File: src/rtl/fetch_unit.sv
// Instruction fetch stage: owns the PC, resolves JMP/CALL/RET in fetch through a
// circular return-address stack, and bubbles while a conditional branch is pending.
module fetch_unit #(
    parameter int         PC_W      = 8,
    parameter int         RAS_DEPTH = 4,
    parameter logic [3:0] OP_BR     = 4'hC,
    parameter logic [3:0] OP_JMP    = 4'hD,
    parameter logic [3:0] OP_CALL   = 4'hE,
    parameter logic [3:0] OP_RET    = 4'hF
) (
    input  logic                         clk,
    input  logic                         rst,
    output logic [PC_W-1:0]              imem_addr,
    input  logic [15:0]                  imem_rdata,
    input  logic                         imem_ready,
    input  logic                         stall,
    input  logic                         br_resolve,
    input  logic                         br_taken,
    input  logic [PC_W-1:0]              br_target,
    output logic [15:0]                  insn_o,
    output logic                         bubble_en,
    output logic [PC_W-1:0]              pc_o,
    output logic [PC_W-1:0]              ras_top,
    output logic [$clog2(RAS_DEPTH):0]   ras_count,
    output logic                         ras_overflow,
    output logic                         ras_underflow
);

    localparam int SP_W  = $clog2(RAS_DEPTH);
    localparam int CNT_W = SP_W + 1;

    localparam logic [0:0] ST_FETCH   = 1'b0;
    localparam logic [0:0] ST_RESOLVE = 1'b1;

    logic [0:0]       state_reg, state_next;
    logic [PC_W-1:0]  pc_reg, pc_next;
    logic [SP_W-1:0]  sp_reg, sp_next;
    logic [CNT_W-1:0] cnt_reg, cnt_next;
    logic             ovf_reg, unf_reg;
    logic [PC_W-1:0]  ras_mem [RAS_DEPTH];

    logic             issue;
    logic             push, pop, ret_empty;
    logic             ras_full, ras_empty;
    logic [3:0]       opcode;
    logic [PC_W-1:0]  pc_inc;
    logic [SP_W-1:0]  top_idx;

    assign issue     = (state_reg == ST_FETCH) & imem_ready & ~stall & ~rst;
    assign opcode    = imem_rdata[15:12];
    assign pc_inc    = pc_reg + PC_W'(1);
    assign top_idx   = sp_reg - SP_W'(1);
    assign ras_full  = (cnt_reg == CNT_W'(RAS_DEPTH));
    assign ras_empty = (cnt_reg == '0);

    assign imem_addr     = pc_reg;
    assign pc_o          = pc_reg;
    assign insn_o        = issue ? imem_rdata : 16'h0;
    assign bubble_en     = ~issue;
    assign ras_top       = ras_empty ? '0 : ras_mem[top_idx];
    assign ras_count     = cnt_reg;
    assign ras_overflow  = ovf_reg;
    assign ras_underflow = unf_reg;

    always_comb begin
        pc_next    = pc_reg;
        state_next = state_reg;
        push       = 1'b0;
        pop        = 1'b0;
        ret_empty  = 1'b0;
        if (state_reg == ST_RESOLVE) begin
            // Not-taken leaves pc at the fall-through already advanced past the BR.
            if (br_resolve) begin
                state_next = ST_FETCH;
                if (br_taken)
                    pc_next = br_target;
            end
        end else if (issue) begin
            case (opcode)
                OP_JMP:  pc_next = imem_rdata[PC_W-1:0];
                OP_CALL: begin
                    push    = 1'b1;
                    pc_next = imem_rdata[PC_W-1:0];
                end
                OP_RET: begin
                    if (ras_empty) begin
                        ret_empty = 1'b1;
                        pc_next   = '0;
                    end else begin
                        pop     = 1'b1;
                        pc_next = ras_mem[top_idx];
                    end
                end
                OP_BR: begin
                    pc_next    = pc_inc;
                    state_next = ST_RESOLVE;
                end
                default: pc_next = pc_inc;
            endcase
        end
    end

    always_comb begin
        sp_next  = sp_reg;
        cnt_next = cnt_reg;
        if (push) begin
            // A push while full overwrites the oldest entry; count saturates.
            sp_next  = sp_reg + SP_W'(1);
            cnt_next = ras_full ? cnt_reg : cnt_reg + CNT_W'(1);
        end else if (pop) begin
            sp_next  = top_idx;
            cnt_next = cnt_reg - CNT_W'(1);
        end
    end

    always_ff @(posedge clk or posedge rst) begin
        if (rst) begin
            state_reg <= ST_FETCH;
            pc_reg    <= '0;
            sp_reg    <= '0;
            cnt_reg   <= '0;
            ovf_reg   <= 1'b0;
            unf_reg   <= 1'b0;
        end else begin
            state_reg <= state_next;
            pc_reg    <= pc_next;
            sp_reg    <= sp_next;
            cnt_reg   <= cnt_next;
            ovf_reg   <= push & ras_full;
            unf_reg   <= ret_empty;
        end
    end

    always_ff @(posedge clk or posedge rst) begin
        if (rst) begin
            for (int i = 0; i < RAS_DEPTH; i++)
                ras_mem[i] <= '0;
        end else if (push) begin
            ras_mem[sp_reg] <= pc_inc;
        end
    end

endmodule

File: config.mk
export PLATFORM = sky130hd
export DESIGN_NAME = fetch_unit
export DESIGN_NICKNAME = d
export VERILOG_FILES = /design/src/rtl/fetch_unit.sv
export SDC_FILE = /design/constraint.sdc
export NUM_CORES = 1
export LEC_CHECK = 0
export CAP_MARGIN = 0
export CORE_UTILIZATION = 25
export DETAILED_ROUTE_END_ITERATION = 10
export DONT_BUFFER_PORTS = 1
export GPL_TIMING_DRIVEN = 0
export PLACE_DENSITY_LB_ADDON = 0.1
export SYNTH_ARGS = -nofsm -noshare
export SYNTH_HDL_FRONTEND = slang
export SYNTH_SLANG_ARGS = --single-unit
File: constraint.sdc
create_clock -name clk -period 2.35 [get_ports clk]
set_clock_uncertainty 0.1 [all_clocks]
set_input_delay 0.235 -clock clk [delete_from_list [all_inputs] [get_ports clk]]
set_output_delay 0.235 -clock clk [all_outputs]
set_load 0.005 [all_outputs]
==> metrics.md <==
| Metric | Value |
|---|---|
| Outcome | `finished, final reports clean` |
| Starting Density | `25.7%` |
| Initial DRC count | `100` |
| R2R setup slack | `140 ps` |
| DP HPWL | `~6300 um` |
| Post-Syn Nets | `326` |
| Area contributors post-synth | `dfrtp_1, o21ai_0, mux4_2` |
| Ant diodes | `0` |
| Yosys top cell area share | `between 40% and 50%` |
| Nets | `roughly 350` |
| HP Class | `primary input to flip-flop` |
| Via density | `4.95` |
| Synth cell types | `39` |
| Port Buffers | `0` |
| Max-Cap Viols | `0` |
| Reg clk slew, reported paths | `100 ps` |
| Post-Route WL | `8490 um` |
| M2 GR Usage | `26.2%` |
| Setup crit start kind | `flip-flop` |
| Depth of the most critical reg-to-reg path | `9` |
| Unrepaired setup endpoints after global routing | `false` |
| GRT Total Usage | `15.5%` |
| Clk_lat worst skew | `roughly 310 ps` |
| Final Hold Vio Count | `0` |
| Clock buffer depth | `2` |
| Worst R2R Start | `state_reg` |
| Hold Path Origin | `imem_rdata[0]` |
| Min cycle time layout | `2260 ps` |
| CTS tree | `built` |
| Met1 Track Usage GR | `20.1%` |
| # fillers | `1173` |
| Die H | `108 um` |
| Largest Register | `ras_mem` |
| Pin count of the biggest net entering global routing | `38` |
| Drt drc | `0` |
| Data required time of the worst path | `2020 ps` |
| Hold Path Cell Cnt | `2` |
| Global-route wire length before repair | `about 13000 um` |
| Top achievable clock speed | `442 MHz` |
| Seq cells post-synth | `48` |
| Grt ovf | `0` |
| Largest register FFs | `32` |
| YS warnings | `0` |
| Reg-to-reg endpoint | `ras_count[2]` |
| Part of the cycle the worst path needs | `96.3%` |
| GR peak layer | `met2` |
| EDFF count, synth | `0` |
| Die width | `108 um` |
| Root Driver | `clkbuf_8` |
| Area Growth Syn to Fin | `17.1%` |
| CORE AREA | `approximately 0.011 sq mm` |
| Maximum VDD drop | `0.267 mV` |
| Syn Inst Count | `290` |
| Synth async-reset ratio | `between 90% and 100%` |
| Initial DRT Pass Iterations | `4` |
| Dominant synthesized flop cell | `dfrtp_1` |
| # rows | `38` |
| Vias in the first global route | `2287` |
| I/O pins | `76` |
| Slew headroom | `a little under three fifths` |
| H-tree Lvls | `2` |
| Clock sinks | `48` |
| Worst-path fanout max | `10` |
| Leak | `1.32 nW` |
| Crit path kind | `flip-flop to output pin` |
| Fin. max-slew vios | `0` |
| Initial antenna violation count | `0` |
| WHS Endpoint | `imem_addr[0]` |
| Sequential fraction of the synthesis area | `43.1%` |
| Via count | `roughly 2200` |
| Arr. time, crit path | `1930 ps` |
| Die Footprint | `approximately 0.012 sq mm` |
| Yosys top cell by area | `dfrtp_1` |
| Avg WL per Cell | `18.8 um` |
| Routed Antenna Nets | `0` |
| Final hold slack | `21.4 ps` |
| Grt met3 use | `3.27%` |
| Setup crit end kind | `output pin` |
| Power per cell area | `736 mW/mm^2` |
| PnR worst setup slack | `87.1 ps` |
| Synthesized cell area | `0.00279 sq mm` |
| Worst-margin pin slew | `645 ps` |
| Pre-CTS WS | `-684 ps` |
| Cts bufs inserted | `5` |
| Syn_area_per_cell | `9.60 sq um` |
| Setup-failing EPs final | `0` |
| Layout cells sized above 1 | `16.3%` |
| Placer Congestion | `roughly 0.75` |
## how the worst max path moves through the flow
stage,endpoint,from,depth (start not counted)
2_1_floorplan,imem_addr[6],sp_reg[0],7
5_1_grt,ras_count[2],state_reg,9
3_3_place_gp,imem_addr[4],sp_reg[0],7
4_1_cts,ras_count[2],state_reg,9
6_report,ras_top[5],sp_reg[0],6
3_5_place_dp,imem_addr[4],sp_reg[0],7
## stage by stage
stage               area, sq um  instances  utilization, %  total power, mW  setup TNS [ps]
finish                     3260        452            30.1             2.40               0
floorplan                  2790        290               -             1.51               0
CTS                        3230        449            29.8             2.44               0
global route               3260        452            30.1             2.56               0
global placement           2960        430            27.3             1.73           -6850
detailed placement         2980        431            27.5             1.74           -6790
## final cells by class
cell class / instances / area [sq um] / area share, %
Buffer: 26 / 160 / 4.91
Inverter: 4 / 17.5 / 0.537
Clock buffer: 5 / 68.8 / 2.11
Clock inverter: 3 / 46.3 / 1.42
Tap cell: 140 / 175 / 5.37
Sequential cell: 48 / 1200 / 36.9
Multi-Input combinational cell: 212 / 1460 / 44.7
Timing Repair Buffer: 14 / 133 / 4.07
## worst max-delay path: stages, from the launching register on
cell      delay, ps
dfrtp_1         420
buf_8           130
inv_1           140
ha_4            240
clkbuf_8        180
mux4_2          330
nor2b_1         190
## power by group
part / switching, mW / internal (mW) / total (mW)
clock: 0.313 / 0.321 / 0.635
sequential: 0.126 / 0.921 / 1.05
combinational: 0.393 / 0.328 / 0.721
## per-layer routing
metal / vias to the layer above / share of wire, %
met2: 59 / 49
met3: 8 / 4.3
met4: 0 / 1.2
met5: - / 0
li1: 1069 / -
met1: 1101 / 45
## synthesized netlist by cell type, drive strengths merged (2+ instances only)
library cell	instances
mux2	4
mux4	8
a311oi	2
and4b	2
nand3	11
o211ai	4
ha	6
dfrtp	48
nand3b	6
nand4	3
o41ai	2
nand2	32
buf	11
xnor2	7
nor2	11
and3	4
a21oi	11
xor2	4
nand2b	7
o21ai	38
inv	4
and2	16
clkbuf	15
or2	2
a221oi	8
nor2b	10
nor3	6
## what timing repair did
action                     4_1_cts  5_1_grt
setup endpoints to repair       34       23
hold buffers                     6        0
resized for setup               10        4
hold endpoints to repair        51        0
setup buffers                    4        3
## cell usage in the layout (no fill, tap or decap), drive strengths merged, types with 3 or more instances in the layout
master | Yosys | final
nor3 | 6 | 6
dfrtp | 48 | 48
and2 | 16 | 16
mux4 | 8 | 8
a21oi | 11 | 11
mux2 | 4 | 4
xnor2 | 7 | 7
nand4 | 3 | 3
dlygate4sd3 | 0 | 6
ha | 6 | 6
nand3b | 6 | 6
a221oi | 8 | 8
inv | 4 | 5
nand2b | 7 | 7
and3 | 4 | 4
o211ai | 4 | 4
nor2b | 10 | 10
clkbuf | 15 | 20
xor2 | 4 | 4
nand3 | 11 | 11
o21ai | 38 | 38
nand2 | 32 | 32
nor2 | 11 | 11
buf | 11 | 19
## cells by family after synthesis
| family | count (synthesis) | synth area share (%) |
|---|---|---|
| buf+inv | 30 | 5.44 |
| flops | 48 | 43.1 |
| simple gates | 114 | 22.0 |
| fa+ha+maj | 6 | 2.70 |
| mux | 13 | 8.45 |
| xor+xnor | 11 | 3.46 |
| compound gates | 68 | 14.9 |
(Power assumes the default switching activity.)
==> variant (config.mk and constraints unchanged) <==
The parameter `RAS_DEPTH` goes from 4 to 2.
--- a/src/rtl/fetch_unit.sv
+++ b/src/rtl/fetch_unit.sv
@@ -3,5 +3,5 @@
 module fetch_unit #(
     parameter int         PC_W      = 8,
-    parameter int         RAS_DEPTH = 4,
+    parameter int         RAS_DEPTH = 2,
     parameter logic [3:0] OP_BR     = 4'hC,
     parameter logic [3:0] OP_JMP    = 4'hD,
Interface: changed (resized ras_count); port bits go from 76 to 75. No check against the original RTL was run, so the function may have changed too.
==> variant against the unedited design <==
Cell area fell by 32%; sequential cell count is 18 lower; die area fell by 30%; global-route usage down 0.33 points; synthesized area fell by 31%; clock power shrank 31%; power is 21% lower; critical path depth fell by 1; wire length is 29% lower; setup slack improved by 0.11 ns; largest cell class unchanged.
==> variant: results (changes against the unedited design) <==
Parameter                              Value

Logic synthesis
  Number of synthesized flops with an enable pin    0 (unchanged)
  Yosys warns    0 (unchanged)
  Dominant cells by area after synthesis    dfrtp_1, and2_1, nor2_1, mux2i_1, o21ai_0
  Unique masters post-synth    50 (+28%)
  Share of synthesized area occupied by flip-flops and latches    38.8% (-4.3 points)
  Async set-or-reset flop fraction in the synthesized netlist    100% (unchanged)
  Post-Syn Nets    243 (-25%)
  Leading cell types by count after synthesis    dfrtp_1, nor2_1, and2_1
  Post-synthesis instance total    212 (-27%)

Timing
  Final sum of negative setup slack    0 ns (unchanged)
  Hold violation count in the final report    0 (unchanged)
  Worst slew slack as a fraction of its limit    52.0% (-4.8 points)

Power and ir drop
  Net Sw Frac    39.4% (+4.8 points)
  Combinational-cell power consumption    657 uW (-8.9%)
  Switching component of the power    750 uW (-9.8%)
  Leakage power figure    0.914 nW (-31%)
  Worst vdd ir    0.000206 V (-23%)
  Seq. pwr    807 uW (-23%)

Worst setup path
  Worst-path fanout max    10 (unchanged)
  Crit path launch    state_reg
  Worst path arrival time    1.81 ns (-0.12 ns)

Drt
  Number of vias in the routed layout    1,595 (-29%)
  Detailed route wirelength on metal3    341 um (-6.3%)
  Detailed-route wire length on metal 1    2.75 mm (-29%)
  DRC marker count from the first detailed-route iteration    45 (-55%)
  Routed WL    6.02 mm (-29%)
  Highest routed metal layer    met4
  Number of vias per cell after detailed routing    4.91 (-0.84%)
  First-pass detailed-route iteration total    4 (unchanged)
  Met2 Wirelength    2.88 mm (-31%)

Final layout
  Fillcell total    801 (-32%)
  Max reg flops    16 (-50%)
  Register name with the most flops    ras_mem
  Layout cells sized above 1    18.2% (+1.9 points)
  Number of nets in the layout    255 (-27%)

Place
  Placed Cells incl. Taps    311 (-28%)
  Port Buf Inserts    0 (unchanged)
  Worst setup timing slack at the placement stage    -0.219 ns (+0.466 ns)
  Final weighted congestion of routability-driven global placement    0.784 (+3.9%)
  Detailed placement HPWL    4.53 mm (-28%)
  Area post-placement    2060 um^2 (-31%)

Clock tree
  H-tree levels    2 (unchanged)
  Maximum root-to-sink buffer count    2 (unchanged)
  Number of gates resized after CTS    0 (-10)
  Total clock buffers created by CTS    5 (unchanged)
  Clk root buf    clkbuf_8
  Clock network latency to the later pin of the worst-skew pair    0.28 ns (-0.03 ns)
  Clock transition at the registers of the reported paths    0.07 ns (-0.03 ns)

GRT
  Most used routing layer    met2
  Number of antenna violations at the first check in global routing    2 (+2)
  Largest net degree at the start of global routing    31 (-18%)
  Wire length of the first global-routing pass    9.32 mm (-30%)
  Global routing usage on met2    25.1% (-1.2 points)
  Global-route track usage on met1    19.2% (-0.91 points)
  Total track usage    15.2% (-0.33 points)
  Global routing met3 resource utilization    4.74% (+1.5 points)

Hold path
  Worst min-delay path category    input pin to flop
  Launch point of the worst hold path    br_target[5]

Status
  Status    finished, final reports clean

Die
  Starting utilization of the core area    26.2% (+0.56 points)
==> variant: cell count changes after synthesis, sizes merged, moves of 7 or more <==
| cell | delta |
|---|---|
| dfrtp | -18 |
| nor2b | -10 |
| nand3 | -7 |
| mux4 | -8 |
| o21ai | -19 |
| nand2 | -20 |
| nor2 | +11 |
| clkbuf | -7 |
| mux2i | +7 |
==> variant: cell type report <==
type / count / area, um^2 / area share [%]
multi-input cells: 153 / 1020 / 45.8
plain buffers: 20 / 130 / 5.86
repair buffers: 6 / 70.1 / 3.15
clock inverters: 2 / 12.5 / 0.563
inverters: 8 / 32.5 / 1.46
well taps: 99 / 124 / 5.57
clock buffers: 6 / 82.6 / 3.72
diodes: 1 / 2.50 / 0.113
flip-flops and latches: 30 / 751 / 33.8
==> variant: path summary, 6_finish.rpt <==
kind                            slack, ns  cells past startpoint           end
worst min-delay path                0.007                      2  imem_addr[5]
min in group asynchronous            0.24                      2     state_reg
max in group asynchronous            1.49                      3   ras_mem[15]
worst max-delay path                 0.20                      5     insn_o[4]
worst min register to register       0.38                      2    ras_mem[3]
worst max register to register       0.23                      7    ras_mem[1]
==> variant: timing repair <==
item / in CTS / in global routing
endpoints found under the setup margin: 34 / 1
pin swaps: 1 / 0
buffers inserted: 3 / 0
endpoints found under the hold margin: 1 / 29
hold buffers: 1 / 1
==> variant: logic make-up after synthesis <==
group	count (synthesis)	synth area share, %
AND/OR/NAND/NOR	78	23.0
buffers and inverters	29	8.60
adder cells (fa/ha/maj)	2	1.16
XOR/XNOR	7	3.17
flip-flops	30	38.8
multiplexers	11	6.08
AO/OA/AOI/OAI	55	19.1
==> variant: critical path, stage by stage, from the launching register on <==
cell	delay, ns
dfrtp_1	0.37
buf_6	0.14
nor4b_4	0.19
buf_4	0.20
clkbuf_1	0.41
and2_1	0.22
